==> src/rtl/indications_compositor_pkg.sv <==
// indications_pkg: shared RGB332 types, fixed colours and blinker state encoding for the HUD compositor
package indications_pkg;
  localparam int RGB_W = 8;
  typedef logic [RGB_W-1:0] rgb_t;
  localparam rgb_t HIGHLIGHT_RGB = 8'hE0;
  localparam rgb_t TRANSPARENT_RGB = 8'h00;
  typedef enum logic [1:0] {BLINK_ST_IDLE, BLINK_ST_ON, BLINK_ST_OFF} blink_state_t;
endpackage

==> src/rtl/indications_compositor_if.sv <==
// indications_compositor_if: drawer-side layer inputs and composited HUD outputs
interface indications_compositor_if #(
  parameter int NUM_LAYERS = 4,
  parameter int VAL_W = 4
);
  import indications_pkg::*;
  logic startOfFrame;
  logic [NUM_LAYERS-1:0] layerDraw;
  logic [NUM_LAYERS*RGB_W-1:0] layerRGB;
  logic [NUM_LAYERS*VAL_W-1:0] layerValue;
  logic drawIndications;
  rgb_t RGBIndications;
  logic [NUM_LAYERS-1:0] blinkActive;
  modport master (
    output startOfFrame, layerDraw, layerRGB, layerValue,
    input drawIndications, RGBIndications, blinkActive
  );
  modport slave (
    input startOfFrame, layerDraw, layerRGB, layerValue,
    output drawIndications, RGBIndications, blinkActive
  );
endinterface

==> src/rtl/indications_compositor_blinker.sv <==
// indication_blinker: per-layer value latch, change detect and frame-paced ON/OFF blink FSM
module indication_blinker
  import indications_pkg::*;
#(
  parameter int VAL_W = 4,
  parameter int BLINK_FRAMES = 32,
  parameter int TOGGLE_FRAMES = 4
) (
  input  logic clk,
  input  logic resetN,
  input  logic sof,
  input  logic armed,
  input  logic [VAL_W-1:0] value,
  output logic visible,
  output logic highlight,
  output logic blink_active
);
  blink_state_t state;
  logic [VAL_W-1:0] last_value;
  logic [7:0] frame_cnt;
  logic [7:0] toggle_cnt;
  logic trigger;
  logic toggle_last;
  assign trigger = armed && (value != last_value);
  assign toggle_last = toggle_cnt == 8'(TOGGLE_FRAMES - 1);
  assign blink_active = state != BLINK_ST_IDLE;
`ifdef INDICATIONS_HIGHLIGHT_EN
  assign visible = 1'b1;
  assign highlight = state == BLINK_ST_OFF;
`else
  assign visible = state != BLINK_ST_OFF;
  assign highlight = 1'b0;
`endif
  // all state moves only on startOfFrame so a frame is never torn
  always_ff @(posedge clk) begin
    if (!resetN) begin
      state <= BLINK_ST_IDLE;
      frame_cnt <= '0;
      toggle_cnt <= '0;
      last_value <= '0;
    end else if (sof) begin
      last_value <= value;
      if (trigger) begin
        state <= BLINK_ST_ON;
        frame_cnt <= '0;
        toggle_cnt <= '0;
      end else if (state != BLINK_ST_IDLE) begin
        if (frame_cnt == 8'(BLINK_FRAMES - 1)) begin
          state <= BLINK_ST_IDLE;
          frame_cnt <= '0;
          toggle_cnt <= '0;
        end else begin
          frame_cnt <= frame_cnt + 8'd1;
          toggle_cnt <= toggle_last ? 8'd0 : toggle_cnt + 8'd1;
          if (toggle_last) state <= (state == BLINK_ST_ON) ? BLINK_ST_OFF : BLINK_ST_ON;
        end
      end
    end
  end
endmodule

==> src/rtl/indications_compositor.sv <==
// indications_compositor: fixed-priority HUD layer mux (layer 0 wins) with per-layer change blinking.
// Define INDICATIONS_HIGHLIGHT_EN to recolor OFF-phase layers with HIGHLIGHT_RGB instead of hiding them.
module indications_compositor
  import indications_pkg::*;
#(
  parameter int NUM_LAYERS = 4,
  parameter int VAL_W = 4,
  parameter int BLINK_FRAMES = 32,
  parameter int TOGGLE_FRAMES = 4
) (
  input logic clk,
  input logic resetN,
  indications_compositor_if.slave bus
);
  logic armed;
  logic [NUM_LAYERS-1:0] visible;
  logic [NUM_LAYERS-1:0] highlight;
  logic [NUM_LAYERS-1:0] active;
  logic draw_n;
  rgb_t rgb_n;
  for (genvar i = 0; i < NUM_LAYERS; i++) begin : g_layer
    indication_blinker #(
      .VAL_W(VAL_W),
      .BLINK_FRAMES(BLINK_FRAMES),
      .TOGGLE_FRAMES(TOGGLE_FRAMES)
    ) u_blinker (
      .clk(clk),
      .resetN(resetN),
      .sof(bus.startOfFrame),
      .armed(armed),
      .value(bus.layerValue[VAL_W*i +: VAL_W]),
      .visible(visible[i]),
      .highlight(highlight[i]),
      .blink_active(active[i])
    );
  end
  assign bus.blinkActive = active;
  // descending scan so the lowest eligible index is the last writer
  always_comb begin
    draw_n = 1'b0;
    rgb_n = TRANSPARENT_RGB;
    for (int j = NUM_LAYERS - 1; j >= 0; j--) begin
      if (bus.layerDraw[j] && visible[j]) begin
        draw_n = 1'b1;
        rgb_n = highlight[j] ? HIGHLIGHT_RGB : bus.layerRGB[RGB_W*j +: RGB_W];
      end
    end
  end
  always_ff @(posedge clk) begin
    if (!resetN) begin
      armed <= 1'b0;
      bus.drawIndications <= 1'b0;
      bus.RGBIndications <= TRANSPARENT_RGB;
    end else begin
      armed <= armed | bus.startOfFrame;
      bus.drawIndications <= draw_n;
      bus.RGBIndications <= rgb_n;
    end
  end
endmodule

==> src/flat_wrapper.sv <==
// flat-port wrapper written by rule: the top's interface ports become plain ports
module indications_compositor_flat import indications_pkg::*;
#(
  parameter int NUM_LAYERS = 4,
  parameter int VAL_W = 4,
  parameter int BLINK_FRAMES = 32,
  parameter int TOGGLE_FRAMES = 4
)
  (clk, resetN, bus_startOfFrame, bus_layerDraw, bus_layerRGB, bus_layerValue, bus_drawIndications, bus_RGBIndications, bus_blinkActive);
  indications_compositor_if #(.NUM_LAYERS(NUM_LAYERS), .VAL_W(VAL_W)) bus_i ();
  input logic clk;
  input logic resetN;
  input wire logic [$bits(bus_i.startOfFrame)-1:0] bus_startOfFrame;
  input wire logic [$bits(bus_i.layerDraw)-1:0] bus_layerDraw;
  input wire logic [$bits(bus_i.layerRGB)-1:0] bus_layerRGB;
  input wire logic [$bits(bus_i.layerValue)-1:0] bus_layerValue;
  output wire logic [$bits(bus_i.drawIndications)-1:0] bus_drawIndications;
  output wire logic [$bits(bus_i.RGBIndications)-1:0] bus_RGBIndications;
  output wire logic [$bits(bus_i.blinkActive)-1:0] bus_blinkActive;
  assign bus_i.startOfFrame = bus_startOfFrame;
  assign bus_i.layerDraw = bus_layerDraw;
  assign bus_i.layerRGB = bus_layerRGB;
  assign bus_i.layerValue = bus_layerValue;
  assign bus_drawIndications = bus_i.drawIndications;
  assign bus_RGBIndications = bus_i.RGBIndications;
  assign bus_blinkActive = bus_i.blinkActive;
  indications_compositor #(.NUM_LAYERS(NUM_LAYERS), .VAL_W(VAL_W), .BLINK_FRAMES(BLINK_FRAMES), .TOGGLE_FRAMES(TOGGLE_FRAMES)) u_core (.clk(clk), .resetN(resetN), .bus(bus_i));
endmodule
==> config.mk <==
export PLATFORM = sky130hd
export DESIGN_NAME = indications_compositor_flat
export DESIGN_NICKNAME = d
export VERILOG_FILES = /design/src/rtl/indications_compositor_pkg.sv /design/src/rtl/indications_compositor_if.sv /design/src/rtl/indications_compositor_blinker.sv /design/src/rtl/indications_compositor.sv /design/src/flat_wrapper.sv
export SDC_FILE = /design/constraint.sdc
export NUM_CORES = 1
export LEC_CHECK = 0
export ABC_AREA = 0
export CELL_PAD_IN_SITES_DETAIL_PLACEMENT = 1
export CELL_PAD_IN_SITES_GLOBAL_PLACEMENT = 2
export CORE_UTILIZATION = 25
export CTS_BUF_LIST = sky130_fd_sc_hd__clkbuf_4 sky130_fd_sc_hd__clkbuf_8 sky130_fd_sc_hd__clkbuf_16
export DETAILED_ROUTE_END_ITERATION = 10
export GPL_TIMING_DRIVEN = 0
export PLACE_DENSITY_LB_ADDON = 0.1
export SLEW_MARGIN = 0
export SYNTH_ARGS = -nofsm -noshare
export SYNTH_HDL_FRONTEND = slang
export SYNTH_SLANG_ARGS = --single-unit
==> constraint.sdc <==
create_clock -name clk -period 1.8 [get_ports clk]
set_input_delay 0.27 -clock clk [delete_from_list [all_inputs] [get_ports clk]]
set_output_delay 0.27 -clock clk [all_outputs]
set_load 0.01 [all_outputs]
Yosys cells after proc, flatten, opt, wreduce, memory -nomap -nowiden
Cells that the tools add are included.
{"block": "op_classes", "n_reduce_logical": 28, "eq_ne": 20, "mux": 56, "bitwise": 1, "add_sub_neg": 8}
{"cell": "8-bit two-way mux", "count": 32}
{"cell": "8-bit by 1-bit adder with 8-bit output, second input constant", "count": 8}
{"cell": "2-bit two-way mux", "count": 20}
{"cell": "8-bit by 2-bit == test with 1-bit output, second input constant", "count": 4}
{"cell": "8-bit by 5-bit == test with 1-bit output, second input constant", "count": 4}
{"cell": "4-bit != test", "count": 4}
{"cell": "2-bit nonzero test", "count": 8}
{"cell": "3-bit AND reduction", "count": 4}
{"cell": "3-bit nonzero test", "count": 4}
{"cell": "2-bit by 1-bit == test with 1-bit output, second input constant", "count": 4}
{"cell": "1-bit logical AND", "count": 8}
{"cell": "2-bit != test, second input constant", "count": 4}
{"cell": "2-bit AND reduction", "count": 4}
{"cell": "1-bit two-way mux", "count": 4}
{"cell": "1-bit bitwise OR", "count": 1}
{"block": "word_totals", "regBits": 98, "out_inout_bits": 13}

Logic depth before layout (Yosys ltp)
{"block": "logic_depth", "word_depth": 6, "ltp_mapped": 8, "depth_no_buf": 6}

Modules after synthesis
Synthesis repeated with hierarchy kept, for this count alone.
{"block": "hier_totals", "cells_unflattened": 587, "hier_area_um2": 5342.6}
{"module": "indication_blinker at u_core.g_layer[0].u_blinker ...", "instances": 3, "area_per_inst_um2": 1192.4, "seq_area_each_um2": 440.4, "cells_per_inst": 128}
{"module": "indication_blinker at u_core.g_layer[3].u_blinker", "instances": 1, "area_per_inst_um2": 1214.9, "seq_area_each_um2": 440.4, "cells_per_inst": 137}
{"module": "indications_compositor", "instances": 1, "area_per_inst_um2": 550.5, "seq_area_each_um2": 200.2, "cells_per_inst": 66}

Least setup slack after synthesis
OpenSTA, ideal clock, no wires.
{"block": "synth_path", "kind": "reg2reg", "start": "register u_core.g_layer[1].u_blinker.frame_cnt[0]", "end": "register u_core.g_layer[1].u_blinker.toggle_cnt[6]", "setup_slack_ns": 0.016, "path_stages_with_launch": 7, "setup_ns": 0.117, "t_arrival_ns": 1.667, "cell_sequence": "dfxtp_1 -> ha_1 -> nand4_2 -> or4_4 -> and4_4 -> a22o_1 -> a22o_1"}
{"block": "synth_between", "elab_chain_len": 4}
{"element": "start, declared", "line_no": "indications_compositor_blinker.sv:20", "text": "logic [7:0] frame_cnt;"}
{"element": "start signal, assigned", "line_no": "indications_compositor_blinker.sv:53", "text": "frame_cnt <= frame_cnt + 8'd1;"}
{"element": "8-bit by 5-bit == test with 1-bit output", "line_no": "indications_compositor_blinker.sv:48", "text": "if (frame_cnt == 8'(BLINK_FRAMES - 1)) begin"}
{"element": "8-bit two-way mux", "line_no": "indications_compositor_blinker.sv:48"}
{"element": "8-bit two-way mux", "line_no": "indications_compositor_blinker.sv:47", "text": "end else if (state != BLINK_ST_IDLE) begin"}
{"element": "8-bit two-way mux", "line_no": "indications_compositor_blinker.sv:43", "text": "if (trigger) begin"}
{"element": "end signal, assigned", "line_no": "indications_compositor_blinker.sv:54", "text": "toggle_cnt <= toggle_last ? 8'd0 : toggle_cnt + 8'd1;"}
{"element": "end, declared", "line_no": "indications_compositor_blinker.sv:21", "text": "logic [7:0] toggle_cnt;"}
No other way between the ends. The select of a mux whose other input is x is not followed.
A chain may end at the register's enable or synchronous reset.

Worst setup path after layout
{"block": "layout_path", "start": "register u_core.g_layer[0].u_blinker.toggle_cnt[1]", "end": "register u_core.g_layer[0].u_blinker.state[1]"}
{"block": "layout_between", "elab_chain_len": 3}
{"element": "start, declared", "line_no": "indications_compositor_blinker.sv:21"}
{"element": "start signal, assigned", "line_no": "indications_compositor_blinker.sv:54"}
{"element": "8-bit by 2-bit == test with 1-bit output", "line_no": "indications_compositor_blinker.sv:25", "text": "assign toggle_last = toggle_cnt == 8'(TOGGLE_FRAMES - 1);"}
{"element": "3-bit nonzero test (no line)"}
{"element": "3-bit AND reduction (no line)"}
{"element": "end signal, assigned", "line_no": "indications_compositor_blinker.sv:55", "text": "if (toggle_last) state <= (state == BLINK_ST_ON) ? BLINK_ST_OFF : BLINK_ST_ON;"}
{"element": "end, declared", "line_no": "indications_compositor_blinker.sv:18", "text": "blink_state_t state;"}
No other way between the ends.

==> summary.txt <==
Outcome
  – Status: finished clean

GRT
  – Largest net degree at the start of global routing: 17
  – Tot GR Track Use: 0.166
  – Number of global-route vias before repair: 4800
  – First-pass GRT wire length: 25800 um
  – Grt total ovfl: 0
  – Initial antenna violation count: 0

Layout
  – N_diodes: 0
  – Share of cells above drive strength 1: 0.244
  – Fin nets: approximately 740
  – Most common cell after layout, fill and taps aside: dfxtp_1
  – Final design area excluding fillers: 6970 um2
  – # fillers: ~2200
  – Area grow syn2layout: 41.5%
  – Most frequent cells in the layout: dfxtp_1 (87), nor2_1 (64), clkdlybuf4s50_1 (60)

Logic synthesis
  – Most common flop cell mapped by yosys: dfxtp_1
  – Yosys warnings: 0
  – FFs w/ async S/R, synth: 0
  – Sequential share of the synthesized area: 0.398
  – Post-Syn Area: just under 5000 um2
  – Syn nets: 625
  – Synth area leader: dfxtp_1
  – Register bit total from synthesis: about 100
  – EDFF count, synth: 0
  – Cell count after synthesis: 562
  – Netlist cell types: 64
  – Area share of the largest cell type after synthesis: 0.398
  – Post-Syn Area per Cell: ~9 um2
  – Synth top area cells: dfxtp_1 (40%), nor2_1 (6.0%), xor2_1 (5.0%), xnor2_1 (3.9%), mux2i_1 (3.7%)

Routing
  – DRT iter0 DRCs: around 140
  – Vias: 4626
  – Final ANT Viol Nets: 0
  – First drt pass iteration count: 4
  – DR vias/cell: about 4.9
  – WL per Instance: roughly 17 um
  – DRC errors left: 0
  – Routed WL: about 16000 um

Critical path
  – Worst path max stage delay: 470 ps
  – Crit path launch type: flip-flop
  – Worst path slowest cell: or4b_4
  – WP buf/inv: 1
  – Critical path endpoint category: flip-flop
  – Worst path required time: 2020 ps
  – Levels on crit path: 7
  – Cell family with most CP delay: simple AND/OR/NAND/NOR gates
  – Reg2reg path depth: 7
  – Reg2Reg Launch Point: u_core.g_layer[0].u_blinker.toggle_cnt[1]
  – Critical Path Start: u_core.g_layer[0].u_blinker.toggle_cnt[1]
  – CP arrival: around 2000 ps
  – Critical-path maximum fanout: 5
  – WS Path Type: reg -> reg
  – Cell breakdown of the critical path: ha_4 -> or4b_4 -> nor4_4 -> o21a_1 -> or2_4 -> buf_6 -> o32ai_2

Power
  – VDD IR max: 0.390 mV
  – PwrDens: between 700 and 800 nW/um2
  – Clock Power Share: 0.414
  – Switching share of power: 0.265
  – P_sw: ~1.4 mW
  – Total power: ~5.2 mW
  – Seq pwr share: 0.436
  – Logic pwr share: 0.151
  – Internal Power: ~3.8 mW
  – Leak pwr: around 2.6 nW

CTS
  – CTS Root Cell: clkbuf_16
  – Clk buf depth: 2
  – H-tree levels: 3
  – Clock transition at the registers of the reported paths: 70 ps
  – # clock sinks: between 90 and 100
  – Clock Latency Late Sink: 360 ps
  – CTS Hold Bufs: 0
  – CTS tree: yes
  – Cts bufs inserted: 9

STA
  – Total negative setup slack: 0 ps
  – Min Hold Slack: approximately 280 ps
  – Fin. Hold Viols: 0
  – Slew margin rel.: 0.431
  – Final setup violation count: 0
  – Post-layout min period: approximately 1800 ps
  – Fin Clk Skew: 5.27 ps
  – Worst slew pin tran: roughly 850 ps
  – Achievable Freq: approximately 560 MHz
  – RSZ-0062 raised after global routing: yes
  – Final cycle utilization of the critical path: 0.991
  – Final Max Tran Viols: 0

Hold path
  – Hold path cells: 3
  – Hold Path Class: in -> reg
  – Worst Hold Launch: bus_layerValue[10]

Place
  – Area after DPL: roughly 5900 um2
  – Gpl congestion: about 0.75
  – Dpl hpwl: roughly 11000 um
  – PortBufs: 66

Floorplan
  – Starting Density: 0.259
  – Row Count: 50
  – Die H: 142 um
  – DIE WIDTH: around 140 um
  – Core Box Area: between 15000 and 20000 um2
  – Die ar.: approximately 20000 um2
  – # IOs: 68

Flow run
  – Max_cap viols: 0
## area by class of cell
class	instances	area [um2]	area share
Buffer	22	144	0.0206
Clock inverter	6	90.1	0.0129
Timing Repair Buffer	101	935	0.134
Multi-Input combinational cell	432	3230	0.463
Tap cell	260	325	0.0467
Clock buffer	10	233	0.0334
Sequential cell	98	1990	0.285
Inverter	8	30.0	0.00431
## metrics by stage
step | utilization | setup slack, ps | cells
after CTS | 0.355 | -134 | 929
after global placement | 0.311 | -852 | 888
after detailed placement | 0.311 | -893 | 888
final | 0.367 | 16.0 | 937
after floorplan | - | 15.9 | 562
after global routing | 0.367 | -87.1 | 937
## flip-flops by register name, summed over array words and instances, names as in the netlist
register and count:
u_core.g_layer.u_blinker.last_value 16, u_core.bus.RGBIndications 8, u_core.g_layer.u_blinker.state 8, u_core.g_layer.u_blinker.frame_cnt 32, u_core.g_layer.u_blinker.toggle_cnt 32, u_core.armed 1, u_core.bus.drawIndications 1
## routing by layer
layer | vias up | wire (um) | track usage
li1 | 2283 | - | -
met1 | 2275 | 7610 | 0.210
met2 | 51 | 7930 | 0.281
met3 | 17 | 400 | 0.0373
met4 | 0 | 236 | 0.0430
met5 | - | 0 | 0
## path summary, 6_finish.rpt
kind / end / slack [ps]
worst min-delay path: u_core.g_layer[2].u_blinker.last_value[2] / 280
worst max register to register: u_core.g_layer[0].u_blinker.state[1] / 20
worst min register to register: u_core.g_layer[0].u_blinker.frame_cnt[0] / 490
worst max-delay path: u_core.g_layer[0].u_blinker.state[1] / 20
## what timing repair did
action,in CTS,in global routing
cloned,1,0
setup buffers,25,9
endpoints found under the hold margin,0,0
pin swaps,34,21
setup endpoints to repair,92,60
resized for setup,78,38
## power groups by stage
stage	Combinational (mW)	Clock (mW)	Sequential, mW
floorplan	0.352	0	2.32
finish	0.788	2.17	2.28
detailed placement	0.674	0	2.33
global route	0.860	2.33	2.29
global placement	0.665	0	2.32
CTS	0.761	2.23	2.28
## cells by family after synthesis
group | after synthesis | synth area share
AO/OA/AOI/OAI | 118 | 0.182
XOR/XNOR | 50 | 0.0889
adder cells (fa/ha/maj) | 8 | 0.0203
buffers and inverters | 32 | 0.0312
flip-flops | 98 | 0.398
multiplexers | 18 | 0.0366
AND/OR/NAND/NOR | 238 | 0.243
## cells in the mapped netlist, drive strengths merged, types with 11 or more instances
cell type / number
nand4: 12
nand2: 47
xnor2: 22
dfxtp: 98
a21oi: 20
and3: 11
xor2: 28
buf: 17
nor2: 80
o21ai: 18
nand3: 27
mux2i: 18
## tightest hold or removal path, stage by stage
cell and delay [ps]:
dlymetal6s2s_1 150, mux2i_1 90, nor2_1 80
(Power assumes the default switching activity.)
